**config.mk**
```make
export PLATFORM = sky130hd
export DESIGN_NAME = dmac_channel_datapath
export DESIGN_NICKNAME = d
export VERILOG_FILES = /design/src/rtl/dmac_channel_datapath.sv
export SDC_FILE = /design/constraint.sdc
export NUM_CORES = 1
export LEC_CHECK = 0
export BUFFER_PORTS_ARGS = -buffer_cell sky130_fd_sc_hd__buf_2
export CORE_ASPECT_RATIO = 1.5
export CORE_MARGIN = 4
export CORE_UTILIZATION = 38
export CTS_BUF_LIST = sky130_fd_sc_hd__clkbuf_4 sky130_fd_sc_hd__clkbuf_8
export CTS_CLUSTER_SIZE = 25
export DETAILED_ROUTE_END_ITERATION = 7
export PLACE_DENSITY_LB_ADDON = 0.12
export SKIP_LAST_GASP = 1
export SLEW_MARGIN = 10
export SYNTH_ARGS = -nofsm -noshare
export SYNTH_HDL_FRONTEND = slang
export SYNTH_SLANG_ARGS = --single-unit
```
**constraint.sdc**
```tcl
create_clock -name clk -period 3.4 [get_ports clk]
set_input_delay 0.68 -clock clk [delete_from_list [all_inputs] [get_ports clk]]
set_output_delay 0.68 -clock clk [all_outputs]
set_load 0.01 [all_outputs]
```
**src/rtl/dmac_channel_datapath.sv**
```systemverilog
// Address/count datapath for one DMA channel: source/destination address
// registers, remaining transfer size, burst length and beat counter, plus the
// status flags the channel controller branches on.
module dmac_channel_datapath #(
    parameter int unsigned ADDR_W  = 32,
    parameter int unsigned TS_W    = 16,
    parameter int unsigned BURST_W = 5
) (
    input  logic               clk,
    input  logic               rst_n,
    input  logic [ADDR_W-1:0]  cfg_src_addr,
    input  logic [ADDR_W-1:0]  cfg_dst_addr,
    input  logic [TS_W-1:0]    cfg_trans_size,
    input  logic [BURST_W-1:0] cfg_burst_size,
    input  logic [1:0]         cfg_hsize,
    input  logic               s_sel,
    input  logic               d_sel,
    input  logic               t_sel,
    input  logic               b_sel,
    input  logic               h_sel,
    input  logic               s_en,
    input  logic               d_en,
    input  logic               ts_en,
    input  logic               burst_en,
    input  logic               count_en,
    output logic [ADDR_W-1:0]  haddr,
    output logic [2:0]         hsize,
    output logic               bsz,
    output logic               tsz,
    output logic               tslb,
    output logic [ADDR_W-1:0]  src_q,
    output logic [ADDR_W-1:0]  dst_q,
    output logic [TS_W-1:0]    ts_q
);

    logic [ADDR_W-1:0]  src_d;
    logic [ADDR_W-1:0]  dst_d;
    logic [TS_W-1:0]    ts_d;
    logic [BURST_W-1:0] blen_q, blen_d;
    logic [BURST_W-1:0] bc_q, bc_d;

    logic [ADDR_W-1:0]  inc;
    logic [BURST_W-1:0] eff_burst;
    logic [BURST_W-1:0] ts_low;
    logic [TS_W-1:0]    blen_ext;
    logic [TS_W-1:0]    eff_burst_ext;

    // Derived quantities: address increment per beat and effective burst length.
    always_comb begin
        eff_burst = (cfg_burst_size == '0) ? BURST_W'(1) : cfg_burst_size;
        case (cfg_hsize)
            2'd0:    inc = ADDR_W'(1);
            2'd1:    inc = ADDR_W'(2);
            default: inc = ADDR_W'(4);
        endcase
        blen_ext      = TS_W'(blen_q);
        eff_burst_ext = TS_W'(eff_burst);
        ts_low        = ts_q[BURST_W-1:0];
    end

    // Next-state for all datapath registers; every update uses pre-edge values.
    always_comb begin
        src_d  = src_q;
        dst_d  = dst_q;
        ts_d   = ts_q;
        blen_d = blen_q;
        bc_d   = bc_q;

        if (s_en) begin
            src_d = s_sel ? cfg_src_addr : src_q + inc;
        end
        if (d_en) begin
            dst_d = d_sel ? cfg_dst_addr : dst_q + inc;
        end
        if (ts_en) begin
            if (t_sel) begin
                ts_d = cfg_trans_size;
            end else begin
                // Saturating decrement by the current burst length.
                ts_d = (ts_q > blen_ext) ? ts_q - blen_ext : '0;
            end
        end
        if (burst_en) begin
            if (b_sel) begin
                // Last short burst: whatever remains, but never zero.
                blen_d = (ts_low == '0) ? BURST_W'(1) : ts_low;
            end else begin
                blen_d = eff_burst;
            end
            bc_d = '0;  // burst_en overrides any concurrent count_en
        end else if (count_en) begin
            bc_d = (bc_q == '0) ? blen_q - BURST_W'(1) : bc_q - BURST_W'(1);
        end
    end

    // State registers with asynchronous clear.
    always_ff @(posedge clk or negedge rst_n) begin
        if (!rst_n) begin
            src_q  <= '0;
            dst_q  <= '0;
            ts_q   <= '0;
            blen_q <= BURST_W'(1);
            bc_q   <= '0;
        end else begin
            src_q  <= src_d;
            dst_q  <= dst_d;
            ts_q   <= ts_d;
            blen_q <= blen_d;
            bc_q   <= bc_d;
        end
    end

    // Combinational status flags and AHB address/size.
    always_comb begin
        bsz   = (bc_q == '0);
        tsz   = (ts_q == '0);
        tslb  = (ts_q < eff_burst_ext);
        haddr = h_sel ? dst_q : src_q;
        hsize = {1'b0, (cfg_hsize == 2'd3) ? 2'd2 : cfg_hsize};
    end

endmodule

```
# == After elaboration in Yosys (flattened, before gate mapping) ==
# Index checks and enable logic that the tools add are counted.
# word_totals
reg_bits,90
latch_bits,0
ram_bits,0
rom_bits,0
in_bits,99
out_inout_bits,118
wordCells,33
n_memories,0
# op_classes
add_sub_neg,5
n_mul,0
div,0
order_cmp,2
n_eq_ne,2
shifts,0
n_mux,13
bitwise,0
reduce_logical,6
# op_table
cell,n
$mux W32,3
$add A32 B32 Y32,2
$mux W16,2
$mux W5,6
$gt A16 B5 Y1,1
$logic_not A16 Y1,1
$lt A16 B5 Y1,1
$sub A16 B5 Y16,1
$logic_not A5 Y1,3
$sub A5 B1 Y5 const B,2
$pmux W3 S2,1
$eq A2 B1 Y1 const B,1
$eq A2 B2 Y1 const B,1
$logic_not A2 Y1,1
$mux W2,1
$reduce_bool A2 Y1,1

# == Logic depth before layout (Yosys ltp) ==
# Gate-level depths: netlist of the first run.
# logic_depth
depth_word,4
depth_mapped,10
mapped_depth_nobuf,9

# == Least setup slack after synthesis of the first run ==
# No wires, ideal clock.
# synth_timing
kind,in2reg
startpoint,input cfg_hsize[0]
endpoint,register src_q[14]
setup_time_ps,122
arrival_time_ps,2675
required_ps,3278
path_slack_ps,604
path_stages,9
n_path_buf,0
path_cell_list,nor2_1 -> ha_1 -> inv_1 -> fa_1 -> nand2b_1 -> a211oi_2 -> nand3_1 -> or3_1 -> a32o_1
# synth_via
elab_chain_cells,4
word_cells_on_any_way,5
cone_classes,add/sub (1); eq/ne (1); mux (2); reduce/logical (1)
# synth_rtl
element,line_no,source
from (decl),15,"input logic [1:0] cfg_hsize,"
$eq A2 B1 Y1 / $logic_not A2 Y1 (equally long branches),51,case (cfg_hsize)
$pmux W3 S2 *,51,
$add A32 B32 Y32 *,70,src_d = s_sel ? cfg_src_addr : src_q + inc;
$mux W32 *,70,
to (signal assigned),105,src_q <= src_d;
to (decl),31,"output logic [ADDR_W-1:0] src_q,"
# Every way passes the cells marked *; elsewhere a longest branch is shown, timed or not.
# A chain may end at the register's enable or synchronous reset.

# == Final worst setup path of the first run ==
# layout_timing
startpoint,register blen_q[0]
endpoint,register ts_q[15]
# layout_via
elab_chain_cells,3
word_cells_on_any_way,4
cone_classes,add/sub (1); order compare (1); mux (2)
# layout_rtl
element,line_no,source
from (decl),39,"logic [BURST_W-1:0] blen_q, blen_d;"
from (signal assigned),108,blen_q <= blen_d;
$sub A16 B5 Y16 / $gt A16 B5 Y1 (equally long branches),80,ts_d = (ts_q > blen_ext) ? ts_q - blen_ext : '0;
$mux W16 *,80,
$mux W16 *,76,if (t_sel) begin
to (signal assigned),107,ts_q <= ts_d;
to (decl),33,output logic [TS_W-1:0] ts_q
# Marked as above.

==> results of run 1 <==
-- where the power goes --
part | switching, mW | internal [mW]
clock network | 0.398 | 0.274
registers | 0.338 | 1.28
logic | 0.955 | 0.757
total | 1.69 | 2.31
-- per-stage QoR --
stage / utilization, % / hold WS (ns) / power [mW] / std cells
floorplan: - / 0.384 / 2.68 / 798
global placement: 46.4 / 0.539 / 3.35 / 1187
detailed placement: 46.4 / 0.527 / 3.36 / 1187
CTS: 47.3 / 0.252 / 4.05 / 1201
global route: 47.3 / 0.274 / 4.32 / 1201
finish: 47.3 / 0.251 / 4.01 / 1202
-- sequential cells by signal, indices dropped and copies added, names as in the netlist --
register / flops
ts_q: 16
dst_q: 32
blen_q: 5
src_q: 32
bc_q: 5
-- worst max-delay path, cell delays in order, from the launching register on --
cell       delay, ns
dfstp_2         0.57
ha_1            0.17
inv_1           0.05
fa_1            0.43
a211oi_1        0.30
o21ba_2         0.23
a2bb2oi_1       0.17
buf_4           0.25
nand2_1         0.18
a31o_2          0.31
-- metal layers --
layer,wire length [microns],vias up,global-route usage [%]
li1,-,3385,-
met1,9180,3289,27.8
met2,11500,250,39.7
met3,1330,38,3.79
met4,580,2,8.78
met5,7,-,0
-- cell families (layout without fill, tap and decap cells) --
group	after synthesis	after routing
muxes	39	39
xor gates and xnor gates	1	1
DFF	90	90
AOI/OAI and AO/OA	253	253
adders and majority gates	19	19
other	1	2
and+or+nand+nor	302	302
buffers and inverters	93	286
-- cell type report --
| class | count | area share (%) |
|---|---|---|
| sequential | 90 | 28.2 |
| clock buffer | 11 | 1.74 |
| tap | 210 | 3.29 |
| antenna | 1 | 0.0313 |
| clock inverter | 3 | 0.235 |
| multi-input combinational | 615 | 49.4 |
| timing repair buffer | 232 | 15.2 |
| inverter | 40 | 1.88 |
-- cell usage in the layout (no fill, tap or decap), types with 11 or more instances in the layout --
master,netlist,routed
a21oi_1,68,68
and3_1,11,11
buf_2,1,214
buf_4,2,17
dfrtp_1,89,89
ha_1,16,16
inv_1,39,39
mux2_2,28,28
mux2i_1,11,11
nand2_1,65,65
nand3_1,37,37
nand4_1,16,16
nor2_1,66,66
nor3_1,30,30
nor4_1,12,12
o21ai_0,49,49
o31ai_1,15,15
or3_1,13,13
-- final timing paths --
check	end	depth (start not counted)	from	slack, ns
setup reg to reg	ts_q[15]	9	blen_q[0]	0.62
min in group clk	dst_q[29]	3	cfg_dst_addr[29]	0.51
setup / recovery	ts_q[15]	9	blen_q[0]	0.62
hold / removal	ts_q[8]	1	rst_n	0.25
hold reg to reg	ts_q[7]	1	ts_q[7]	0.55
max in group asynchronous	dst_q[12]	2	rst_n	2.44
==> flow_summary_export.csv, run 1 <==
group,metric,value,unit
grt,overflow,0,
drt,dr.pass1.iters,6,
synth,yosys.area.top_type,"dfrtp_1",
synth,syn_avg_cell_area,8.24,sq um
die,ioPinCount,217,
finish,area_growth,21.7,%
sta,period_needed,2.78,ns
power_and_ir_drop,ir_worst_vdd,0.261,mV
die,die_h,169,microns
sta,rsz0062_at_grt,"no",
cts,cts_sinks,90,
drt,drt_iter0_drc,405,
die,fp.coreArea,16900,sq um
synth,synthTopCellsByArea,"dfrtp_1 (34%), a21oi_1 (5.2%), mux2_2 (4.8%), nor2_1 (3.8%), o21ai_0 (3.7%)",
grt,antenna_found_initial,1,
sta,relSlewSlack,49.1,%
synth,yosysMostFrequentCell,"dfrtp_1",
drt,via_per_inst,5.79,
synth,synth_fa_ha_area_share,3.96,%
cts,cts_tree,"built",
cts,cts_buffers,9,
grt,first_global_vias,6690,
placement,gp_congestion,0.928,
finish,nFillCells,1721,
sta,fin_skew,0.0198,ns
die,die_area,19500,sq um
synth,ys_ff_latch,90,
cts,post_cts_buffers,0,
synth,synth_edf_count,0,
drt,antenna_left,0,
placement,port_buffers,215,
placement,post-place-ws,0.261,ns
finish,final_nets,1106,
drt,vias,6964,
outcome,status,"completed",
drt,drc,0,
synth,yosysWarnings,0,
worst_setup_path,end_kind,"flop",
synth,synth_mux_area_share,6.47,%
grt,grt_pass1_wl,35400,microns
synth,async_reset_ff_share,100,%
finish,drive_gt1_share,30.3,%
finish,multi_input_area,3950,sq um
sta,tightest_slew,0.763,ns
sta,slew_viol_final,0,
synth,netlist_area,6570,sq um
synth,syn-instance-count,798,
cts,htreeDepth,3,
synth,synthFlopType,"dfrtp_1",
drt,routed_wl,22600,microns
sta,fin_ws,0.622,ns
worst_setup_path,crit_type,"reg -> reg",
worst_setup_path,cp.required,3.67,ns
grt,grt_use_total,22.8,%
run,max_cap_viol_count,0,
synth,yosys.area_share.simple,23.7,%
cts,clk_pin_slew_worst_paths,0.09,ns
drt,wl_per_cell,18.8,microns
finish,postLayoutCellArea,8000,sq um
synth,syn-num-nets,916,
synth,ys_seq_area_share,34.3,%
placement,place_area,7840,sq um
synth,synth_cell_types,80,
sta,finalHoldViolCount,0,
power_and_ir_drop,powerDensity,501,nW/um^2
sta,period_share,81.7,%
placement,dp_hpwl,17400,microns
synth,synth_top_family_by_area,"compound AO/OA/AOI/OAI gates",
cts,root_buffer,"clkbuf_8",
worst_setup_path,critPathArrivalTime,3.05,ns
synth,synth-compound-area-share,25.8,%
cts,cts.path.max_buffers,2,
sta,setup_viol,0,
synth,synth_common_cells,"dfrtp_1 (89), a21oi_1 (68), nor2_1 (66), nand2_1 (65), o21ai_0 (49)",
die,rows,58,
cts,clock_latency,0.38,ns
cts,hold_buffers,0,
worst_setup_path,cp_max_fo,19,
finish,regArea,2250,sq um
cts,ctsResizeCount,0,
sta,tns,0,ns
die,die-width,115,microns
power_and_ir_drop,p_leak,3.60,nW
synth,synth_xor_area_share,0.133,%
sta,max_freq,360,MHz
synth,yosysTopAreaCellShare,33.9,%
die,start_util,38.9,%
hold_path,hold_path.class,"in -> async",
worst_setup_path,startpoint_type,"flop",
grt,grt_max_degree,57,
Note: power is estimated with default switching activity, not from simulation.
==> inputs of run 2 (changes only) <==
clock period = 2.89 ns   (was 3.4 ns; I/O delays follow)
==> flow_summary_export.csv, run 2 (synthesized netlist as in run 1, its figures left out) <==
group,metric,value,unit
die,ioPinCount,217,
finish,drive_gt1_share,31.3,%
grt,antenna_found_initial,2,
power_and_ir_drop,seq_power_share,39.2,%
sta,fin_skew,0.0173,ns
cts,clock_latency,0.38,ns
sta,setup_viol,0,
power_and_ir_drop,switching_share,40.9,%
drt,drc,0,
power_and_ir_drop,p_switching,1.99,mW
worst_setup_path,r2r_slack,0.17,ns
hold_path,hold_path.class,"in -> async",
die,die_h,169,microns
finish,postLayoutCellArea,8160,sq um
sta,period_share,94.2,%
finish,regArea,2250,sq um
drt,drt_iter0_drc,382,
cts,htreeDepth,3,
sta,period_needed,2.72,ns
placement,port_buffers,215,
finish,multi_input_area,3950,sq um
die,start_util,38.9,%
worst_setup_path,crit_type,"reg -> reg",
finish,layout_commonest_cell,"buf_2",
sta,tightest_slew,0.566,ns
cts,cts_sinks,90,
grt,grt_pass1_wl,35300,microns
finish,nFillCells,1752,
drt,routed_wl,22700,microns
sta,max_freq,367,MHz
cts,cts_tree,"built",
sta,finalHoldViolCount,0,
die,rows,58,
worst_setup_path,r2r_end,"ts_q[15]",
finish,final_cell_mix,"buf_2 (214), dfrtp_1 (89), a21oi_1 (68), nor2_1 (66), nand2_1 (65)",
worst_setup_path,cp.required,3.16,ns
cts,post_cts_buffers,0,
die,die-width,115,microns
power_and_ir_drop,total_power,4.86,mW
cts,cts.path.max_buffers,2,
worst_setup_path,reg2reg_from,"blen_q[0]",
placement,gp_congestion,0.912,
drt,vias,7076,
power_and_ir_drop,powerDensity,595,nW/um^2
power_and_ir_drop,p_int,2.87,mW
drt,via_per_inst,5.81,
cts,root_buffer,"clkbuf_8",
drt,wl_per_cell,18.7,microns
grt,grt_use_total,22.7,%
cts,ctsResizeCount,0,
sta,slew_viol_final,0,
placement,place_area,7960,sq um
finish,area_growth,24.2,%
grt,first_global_vias,6734,
placement,dp_hpwl,17500,microns
grt,grt_max_degree,59,
drt,antenna_left,0,
sta,relSlewSlack,62.3,%
die,fp.coreArea,16900,sq um
cts,cts_buffers,9,
worst_setup_path,end_kind,"flop",
power_and_ir_drop,ir_worst_vdd,0.349,mV
run,max_cap_viol_count,0,
finish,final_nets,1121,
worst_setup_path,cp_max_fo,14,
drt,dr.pass1.iters,6,
finish,top_regs,"dst_q (32), src_q (32), ts_q (16)",
cts,hold_buffers,0,
cts,clk_pin_slew_worst_paths,0.09,ns
power_and_ir_drop,clockPowerShare,18.7,%
outcome,status,"completed",
worst_setup_path,startpoint_type,"flop",
power_and_ir_drop,combPwrFrac,42.0,%
die,die_area,19500,sq um
worst_setup_path,r2r_cells,9,
grt,overflow,0,
worst_setup_path,critPathArrivalTime,3.00,ns
sta,rsz0062_at_grt,"no",
power_and_ir_drop,p_leak,3.69,nW
==> run 2: cell types whose count changed in the layout (fill, tap and decap cells not counted) <==
cell / delta
buf_4: +14
clkbuf_8: +2
clkinv_2: -2
buf_12: +1
bufinv_16: +1
clkbuf_4: -1
clkinv_4: -1
clkinvlp_4: +1
==> run 2: metal layers <==
metal	wire length, microns	track usage [%]	up-vias
met5	21	0	-
met4	672	8.63	4
met3	1300	3.83	47
met2	11500	39.0	264
met1	9260	28.2	3345
li1	-	-	3416
==> run 2: critical path: stages (launching register included) <==
cell and delay (ns):
dfstp_2 0.57, ha_1 0.17, inv_1 0.05, fa_1 0.42, a211oi_1 0.31, o21ba_2 0.22, a2bb2oi_1 0.17, buf_4 0.22
nand2_1 0.17, a31o_2 0.31
==> run 2: how the worst max path moves through the flow <==
stage                             from        end  slack, ns  cells past startpoint
after global placement    cfg_hsize[0]  src_q[14]       0.03                     11
after global routing         blen_q[0]    ts_q[0]      0.004                     10
after CTS                    blen_q[0]   ts_q[15]       0.16                      9
after floorplan              blen_q[0]   ts_q[11]       0.12                      9
after detailed placement  cfg_hsize[0]  src_q[14]     -0.006                     11
final                        blen_q[0]   ts_q[15]       0.17                      9
==> run 2: area by class of cell <==
type | instances | share of cell area [%]
clock buffers | 12 | 1.95
diodes | 1 | 0.0307
clock inverters | 2 | 0.460
well taps | 210 | 3.22
inverters | 40 | 1.84
repair buffers | 247 | 16.5
multi-input cells | 615 | 48.4
flip-flops and latches | 90 | 27.6
==> run 2: stage by stage <==
step	util (%)	cells	setup WS [ns]	setup TNS (ns)	hold WS, ns
global route	48.3	1216	0.00417	0	0.160
global placement	47.1	1202	0.0323	0	0.537
detailed placement	47.1	1202	-0.00584	-0.00584	0.541
floorplan	-	798	0.124	0	0.282
CTS	48.3	1216	0.162	0	0.139
finish	48.3	1217	0.167	0	0.136
==> run 2: power groups by stage <==
stage / registers (mW) / clock network [mW] / logic, mW
2_1_floorplan: 1.90 / 0 / 1.25
3_3_place_gp: 1.93 / 0 / 2.04
3_5_place_dp: 1.93 / 0 / 2.05
4_1_cts: 1.91 / 0.945 / 2.06
5_1_grt: 1.96 / 0.983 / 2.29
6_report: 1.91 / 0.911 / 2.04
